`config.mk`:
```
export PLATFORM = sky130hd
export DESIGN_NAME = proj_kmer_extractor_flat
export DESIGN_NICKNAME = d
export VERILOG_FILES = /design/src/rtl/proj_kmer_extractor_if.sv /design/src/rtl/proj_kmer_extractor.sv /design/src/flat_wrapper.sv
export SDC_FILE = /design/constraint.sdc
export NUM_CORES = 1
export LEC_CHECK = 0
export CAP_MARGIN = 20
export CORE_AREA = 10 10 119 121
export CTS_CLUSTER_SIZE = 12
export DETAILED_ROUTE_END_ITERATION = 12
export DIE_AREA = 0 0 129 131
export GPL_TIMING_DRIVEN = 0
export MAX_ROUTING_LAYER = met4
export PLACE_DENSITY = 0.81
export SYNTH_ARGS = -nofsm -noshare
export SYNTH_HDL_FRONTEND = slang
export SYNTH_SLANG_ARGS = --single-unit
```
`constraint.sdc`:
```
create_clock -name clk -period 2.2 [get_ports clk]
set_input_delay 0.44 -clock clk [delete_from_list [all_inputs] [get_ports clk]]
set_output_delay 0.44 -clock clk [all_outputs]
set_load 0.01 [all_outputs]
```
`src/rtl/proj_kmer_extractor_if.sv`:
```
// Handshake bundle between a base-stream source and the k-mer extractor.
// The master modport belongs to the source of bases, which is also the k-mer consumer.
interface proj_kmer_extractor_if #(
  parameter int BASE_BITS        = 2,
  parameter int HASHER_DATA_BITS = 32,
  parameter int POS_BITS         = 16
);
  logic                        in_valid;
  logic                        in_ready;
  logic [BASE_BITS-1:0]        in_base;
  logic                        in_n;
  logic                        in_start;
  logic                        in_last;
  logic                        kmer_valid;
  logic                        kmer_ready;
  logic [HASHER_DATA_BITS-1:0] kmer;
  logic [POS_BITS-1:0]         kmer_pos;
  logic                        seq_done;
  logic [POS_BITS-1:0]         kmer_count;

  modport master (
    output in_valid, in_base, in_n, in_start, in_last, kmer_ready,
    input  in_ready, kmer_valid, kmer, kmer_pos, seq_done, kmer_count
  );

  modport slave (
    input  in_valid, in_base, in_n, in_start, in_last, kmer_ready,
    output in_ready, kmer_valid, kmer, kmer_pos, seq_done, kmer_count
  );
endinterface

```
`src/rtl/proj_kmer_extractor.sv`:
```
// Sliding-window k-mer extractor: one base per cycle in, one packed k-mer out 1 cycle after the completing base.
// Backpressure: a held k-mer stalls input (in_ready low) unless idle; a simultaneous drain and new k-mer keeps full rate.
module proj_kmer_extractor #(
  parameter int KMER_LEN         = 16,
  parameter int BASE_BITS        = 2,
  parameter int HASHER_DATA_BITS = 32,
  parameter int POS_BITS         = 16
) (
  input  logic                  clk,
  input  logic                  rst_n,
  proj_kmer_extractor_if.slave  io
);
  localparam int WIN_W  = KMER_LEN * BASE_BITS;
  localparam int FILL_W = $clog2(KMER_LEN + 1);
  localparam logic [FILL_W-1:0]   FULL    = FILL_W'(KMER_LEN);
  localparam logic [POS_BITS-1:0] POS_OFS = POS_BITS'(KMER_LEN - 1);

  typedef enum logic [1:0] {IDLE, FILL, STREAM} state_t;

  state_t              state, state_nxt;
  logic [WIN_W-1:0]    window, window_nxt;
  logic [FILL_W-1:0]   fill, fill_nxt, fill_base;
  logic [POS_BITS-1:0] base_cnt, base_idx;
  logic [POS_BITS-1:0] kmer_cnt, kmer_cnt_nxt;
  logic                accept, active, emit;

  assign io.in_ready = (state == IDLE) || !io.kmer_valid || io.kmer_ready;
  assign accept      = io.in_valid && io.in_ready;
  // Bases outside a sequence are dropped; in_start always opens a new one.
  assign active      = accept && (io.in_start || (state != IDLE));

  always_ff @(posedge clk or negedge rst_n) begin
    if (!rst_n) begin
      state <= IDLE;
    end else begin
      state <= state_nxt;
    end
  end

  always_comb begin
    state_nxt    = state;
    window_nxt   = window;
    fill_nxt     = fill;
    emit         = 1'b0;
    base_idx     = io.in_start ? '0 : base_cnt;
    fill_base    = io.in_start ? '0 : fill;
    kmer_cnt_nxt = io.in_start ? '0 : kmer_cnt;
    if (active) begin
      if (io.in_n) begin
        fill_nxt  = '0;
        state_nxt = FILL;
      end else begin
        window_nxt = {window[WIN_W-BASE_BITS-1:0], io.in_base};
        fill_nxt   = (fill_base == FULL) ? FULL : fill_base + 1'b1;
        emit       = (fill_nxt == FULL);
        state_nxt  = emit ? STREAM : FILL;
      end
      if (emit) begin
        kmer_cnt_nxt = kmer_cnt_nxt + 1'b1;
      end
      if (io.in_last) begin
        state_nxt = IDLE;
      end
    end
  end

  always_ff @(posedge clk or negedge rst_n) begin
    if (!rst_n) begin
      window        <= '0;
      fill          <= '0;
      base_cnt      <= '0;
      kmer_cnt      <= '0;
      io.kmer_valid <= 1'b0;
      io.kmer       <= '0;
      io.kmer_pos   <= '0;
      io.seq_done   <= 1'b0;
      io.kmer_count <= '0;
    end else begin
      io.seq_done <= 1'b0;
      if (active) begin
        window   <= window_nxt;
        fill     <= fill_nxt;
        base_cnt <= base_idx + 1'b1;
        kmer_cnt <= kmer_cnt_nxt;
        if (io.in_last) begin
          io.seq_done   <= 1'b1;
          io.kmer_count <= kmer_cnt_nxt;
        end
      end
      // emit only happens when the held word is draining or absent, so nothing is overwritten
      if (emit) begin
        io.kmer_valid <= 1'b1;
        io.kmer       <= HASHER_DATA_BITS'(window_nxt);
        io.kmer_pos   <= base_idx - POS_OFS;
      end else if (io.kmer_ready) begin
        io.kmer_valid <= 1'b0;
      end
    end
  end
endmodule

```
`src/flat_wrapper.sv`:
```
// flat-port wrapper written by rule: the top's interface ports become plain ports
module proj_kmer_extractor_flat 
#(
  parameter int KMER_LEN         = 16,
  parameter int BASE_BITS        = 2,
  parameter int HASHER_DATA_BITS = 32,
  parameter int POS_BITS         = 16
)
  (clk, rst_n, io_in_valid, io_in_base, io_in_n, io_in_start, io_in_last, io_kmer_ready, io_in_ready, io_kmer_valid, io_kmer, io_kmer_pos, io_seq_done, io_kmer_count);
  proj_kmer_extractor_if #(.BASE_BITS(BASE_BITS), .HASHER_DATA_BITS(HASHER_DATA_BITS), .POS_BITS(POS_BITS)) io_i ();
  input  logic clk;
  input  logic rst_n;
  input wire logic [$bits(io_i.in_valid)-1:0] io_in_valid;
  input wire logic [$bits(io_i.in_base)-1:0] io_in_base;
  input wire logic [$bits(io_i.in_n)-1:0] io_in_n;
  input wire logic [$bits(io_i.in_start)-1:0] io_in_start;
  input wire logic [$bits(io_i.in_last)-1:0] io_in_last;
  input wire logic [$bits(io_i.kmer_ready)-1:0] io_kmer_ready;
  output wire logic [$bits(io_i.in_ready)-1:0] io_in_ready;
  output wire logic [$bits(io_i.kmer_valid)-1:0] io_kmer_valid;
  output wire logic [$bits(io_i.kmer)-1:0] io_kmer;
  output wire logic [$bits(io_i.kmer_pos)-1:0] io_kmer_pos;
  output wire logic [$bits(io_i.seq_done)-1:0] io_seq_done;
  output wire logic [$bits(io_i.kmer_count)-1:0] io_kmer_count;
  assign io_i.in_valid = io_in_valid;
  assign io_i.in_base = io_in_base;
  assign io_i.in_n = io_in_n;
  assign io_i.in_start = io_in_start;
  assign io_i.in_last = io_in_last;
  assign io_i.kmer_ready = io_kmer_ready;
  assign io_in_ready = io_i.in_ready;
  assign io_kmer_valid = io_i.kmer_valid;
  assign io_kmer = io_i.kmer;
  assign io_kmer_pos = io_i.kmer_pos;
  assign io_seq_done = io_i.seq_done;
  assign io_kmer_count = io_i.kmer_count;
  proj_kmer_extractor #(.KMER_LEN(KMER_LEN), .BASE_BITS(BASE_BITS), .HASHER_DATA_BITS(HASHER_DATA_BITS), .POS_BITS(POS_BITS)) u_core (.clk(clk), .rst_n(rst_n), .io(io_i));
endmodule
```
==> results.txt <==
worst path required time - 2.55 ns
result of the run - finished clean
number of top-level pins - 76
Hold Crit Depth - 2
distinct cell type count after synthesis - 56
sequential fraction of the synthesis area - 0.5264
cell at the slowest stage of the critical path - sky130_fd_sc_hd__dlygate4sd2_1
setup slack after placement - -0.9853 ns
clock buffers created by TritonCTS - 17
maximum capacitance violations - 0
power density normalized to cell area - 768.9 nW/um^2
achievable clock frequency - 473.8 MHz
clock network fraction of design power - 0.419
final hold viol count - 0
number of buffer and inverter instances along the worst setup path - 5
setup tns final - 0 ns
vias in the first global route - 5106
Worst Min Path Start - u_core.io.kmer_count[11]
number of antenna violations at the first check in global routing - 0
CTS Sinks - 137
Synthesized Nets - 589
HP Class - register to register
fraction of final layout cells sized beyond drive strength 1 - 0.2475
number of enable-type register cells in the synthesized netlist - 0
Pins Over Slew Limit - 0
floorplan core area - 11810 um^2
Core Rows - 40
number of inserted diodes - 0
number of cells on the critical path - 12
arrival time of the worst setup path - 2.46 ns
Synth warnings - 0
origin of the critical flop-to-flop path - u_core.fill[1]
relative contribution of combinational cells to total power - 0.124
area delta synth->final - 27.34%
actual transition at the worst max-transition pin - 0.6743 ns
final setup violation count - 0
number of cell instances on the worst register-to-register path - 7
mean cell area of the mapped netlist - 11.27 um^2
largest fanout on the critical path - 4
Critical Path, Cell by Cell - dlygate4sd2_1, clkbuf_8, clkbuf_16, clkbuf_16, nor2b_4, ha_4, nand4_1, nor4_4, buf_6, nand4_1, xor2_1, o21ai_1
number of vias in the routed layout - 4962
setup slack of the worst register-to-register path - 0.09 ns
hpwl dp - 11440 um
share of synthesized flip-flops with an asynchronous set or reset - 1.000
final critical-path share of the clock period - 0.9594
global-route wire length before repair - 26540 um
Final ANT Viol Nets - 0
largest net degree at the start of global routing - 94
CTS root buffer - sky130_fd_sc_hd__clkbuf_16
final global-route overflow total - 0
Critical Path End Type - register
synthesized area - 6512 um^2
FF-to-FF End - u_core.io.kmer_pos[12]
# fillers - 867
area of the die - 16900 um^2
CTS tree - yes
leading register cell type out of synthesis - sky130_fd_sc_hd__dfrtp_1
routed vias/inst - 5.921
DR WL/cell - 19.86 um
DRC errors left - 0
Chip Height - 131 um
Min-Delay Endpoint - u_core.io.kmer_count[11]
final weighted congestion in routability-driven placement - 0.9211
number of nets in the layout - 691
kind of cell adding the most delay to the critical path - buffers and inverters
floorplan die width - 129 um
starting utilization of the core area - 0.5514
Slowest Stage Delay on Critical Path - 0.26 ns
clock period minus final worst setup slack - 2.111 ns
maximum resistive drop on vdd - 0.4704 mV
least setup slack across all paths after layout - 0.08930 ns
Clock transition at path regs - 0.06 ns
skew final - 0.004790 ns
Max H-tree Level - 4
overall track demand over capacity in global routing - 0.2063
core occupancy in the finished layout - 0.7021
leakage dissipation - 3.747 nW
number of buffers added on ports - 74
total power draw - 0.006377 W
sw power - 0.001658 W
router iterations before antenna repair - 5
Power Internal - 0.004718 W
switching power as a share of total power - 0.2600
Seq pwr share - 0.458
cell count after synthesis - 578
Initial DRC Count - 427
type of the worst setup path - input pin to register
final WL - 16640 um
Critical Path Source Type - input pin
relative slew slack - 0.5505
number of register bits inferred by synthesis - 137
clock network latency to the later pin of the worst-skew pair - 0.42 ns
deepest clock path buffer count - 2
==> layout by cell type (no fill, tap or decap), types with 4 or more instances in the layout <==
cell type,instances
sky130_fd_sc_hd__nand2b_1,8
sky130_fd_sc_hd__nor3_1,11
sky130_fd_sc_hd__buf_6,4
sky130_fd_sc_hd__a221o_1,7
sky130_fd_sc_hd__clkbuf_2,4
sky130_fd_sc_hd__clkbuf_1,12
sky130_fd_sc_hd__nor2_1,28
sky130_fd_sc_hd__a21oi_1,5
sky130_fd_sc_hd__nand3_1,14
sky130_fd_sc_hd__mux2i_1,10
sky130_fd_sc_hd__clkinv_2,4
sky130_fd_sc_hd__dfrtp_1,136
sky130_fd_sc_hd__nand4_1,12
sky130_fd_sc_hd__xnor2_1,18
sky130_fd_sc_hd__buf_2,5
sky130_fd_sc_hd__inv_1,7
sky130_fd_sc_hd__buf_4,14
sky130_fd_sc_hd__a211o_1,4
sky130_fd_sc_hd__xor2_1,16
sky130_fd_sc_hd__and3_1,7
sky130_fd_sc_hd__o21ai_0,39
sky130_fd_sc_hd__clkbuf_16,19
sky130_fd_sc_hd__nor2b_1,8
sky130_fd_sc_hd__o21ai_1,5
sky130_fd_sc_hd__nand2_1,62
sky130_fd_sc_hd__mux2_2,73
sky130_fd_sc_hd__nor4_1,8
sky130_fd_sc_hd__clkdlybuf4s50_1,71
==> cell type report <==
type                            instances  area (um^2)  share of cell area
Sequential cell                       137         3430              0.4135
Multi-Input combinational cell        397         3013              0.3633
Timing Repair Buffer                   84        840.8              0.1014
Clock buffer                           19        452.9             0.05462
Buffer                                 36        247.7             0.02987
Tap cell                              147        183.9             0.02218
Clock inverter                         11        98.84             0.01192
Inverter                                7        26.28            0.003168
==> per-layer routing <==
layer / GRT usage / vias up / share of wire
li1: - / 2270 / -
met1: 0.2543 / 2486 / 0.45
met2: 0.3225 / 171 / 0.49
met3: 0.04875 / 35 / 0.048
met4: 0.08495 / 0 / 0.017
met5: - / - / 0
==> power groups by stage <==
stage | Clock, W | Combinational, W | Sequential (W)
after floorplan | 0 | 0.000515 | 0.00291
after global placement | 0 | 0.000710 | 0.00294
after detailed placement | 0 | 0.000746 | 0.00295
after CTS | 0.00270 | 0.000783 | 0.00291
after global routing | 0.00282 | 0.000873 | 0.00295
final | 0.00267 | 0.000788 | 0.00292
==> registers in the layout, indices dropped and copies added, names as in the netlist <==
signal,flops
u_core.io.kmer_count,16
u_core.io.kmer,32
u_core.kmer_cnt,16
u_core.io.seq_done,1
u_core.state,2
u_core.io.kmer_valid,1
u_core.base_cnt,16
u_core.fill,5
u_core.io.kmer_pos,16
u_core.window,32
==> logic make-up after synthesis <==
| group | synth area share |
|---|---|
| multiplexers | 0.1485 |
| buffers and inverters | 0.03189 |
| AND/OR/NAND/NOR | 0.1497 |
| flip-flops | 0.5264 |
| AO/OA/AOI/OAI | 0.09395 |
| XOR/XNOR | 0.04572 |
| adder cells (fa/ha/maj) | 0.003842 |
==> worst register-to-register path: cells and delay by family, from the launching register on <==
kind,cells,cell delay [ns]
buffers and inverters,3,0.54
DFF,1,0.48
AOI/OAI and AO/OA,2,0.42
muxes,1,0.30
and+or+nand+nor,1,0.26
==> cell usage after synthesis, types with 3 or more instances <==
master                      instances  area, um^2
sky130_fd_sc_hd__mux2_4             3       45.04
sky130_fd_sc_hd__nor2_1            29       108.9
sky130_fd_sc_hd__xnor2_1           18       157.7
sky130_fd_sc_hd__nor3_1            12       60.06
sky130_fd_sc_hd__xor2_1            16       140.1
sky130_fd_sc_hd__buf_2              9       45.04
sky130_fd_sc_hd__mux2i_1           10       100.1
sky130_fd_sc_hd__nand2b_1           9       56.30
sky130_fd_sc_hd__nand4_1           12       75.07
sky130_fd_sc_hd__o21ai_1            3       15.01
sky130_fd_sc_hd__a221o_1            7       70.07
sky130_fd_sc_hd__buf_4              4       30.03
sky130_fd_sc_hd__o2111a_1           3       33.78
sky130_fd_sc_hd__o2111ai_1          3       26.28
sky130_fd_sc_hd__inv_1              7       26.28
sky130_fd_sc_hd__nand2_1           63       236.5
sky130_fd_sc_hd__dfrtp_1          137        3428
sky130_fd_sc_hd__and3_1             8       50.05
sky130_fd_sc_hd__nor4_1            12       75.07
sky130_fd_sc_hd__a211o_1            4       35.03
sky130_fd_sc_hd__nand3_1           15       75.07
sky130_fd_sc_hd__clkbuf_1          19       71.32
sky130_fd_sc_hd__mux2_2            73       822.0
sky130_fd_sc_hd__o21ai_0           41       205.2
sky130_fd_sc_hd__a21oi_1            7       35.03
sky130_fd_sc_hd__nor2b_1           13       81.33
==> what timing repair did <==
| item | CTS | global route |
|---|---|---|
| endpoints found under the hold margin | 44 | 0 |
| endpoints found under the setup margin | 78 | 65 |
| gates resized for setup | 20 | 22 |
| hold buffers | 1 | 0 |
| pin swaps | 2 | 3 |
| buffers inserted | 7 | 1 |
==> worst max path at each step <==
stage	startpoint	end	slack (ns)
6_report	io_in_start	u_core.base_cnt[8]	0.09
5_1_grt	u_core.fill[1]	u_core.io.kmer_pos[13]	-0.0004
4_1_cts	io_kmer_ready	u_core.kmer_cnt[9]	-0.005
3_5_place_dp	io_in_start	u_core.base_cnt[12]	-0.99
3_3_place_gp	rst_n	u_core.io.kmer[7]	-4.56
2_1_floorplan	io_in_start	u_core.base_cnt[12]	-0.01
==> through the flow <==
step,hold slack (ns),std cells,instance area (um^2)
2_1_floorplan,0.1444,578,6571
3_3_place_gp,0.4608,799,7496
3_5_place_dp,0.4017,800,7525
4_1_cts,0.4845,837,8209
5_1_grt,0.5100,838,8293
6_report,0.4751,838,8293
No activity file was read; power rests on OpenSTA's default activity.
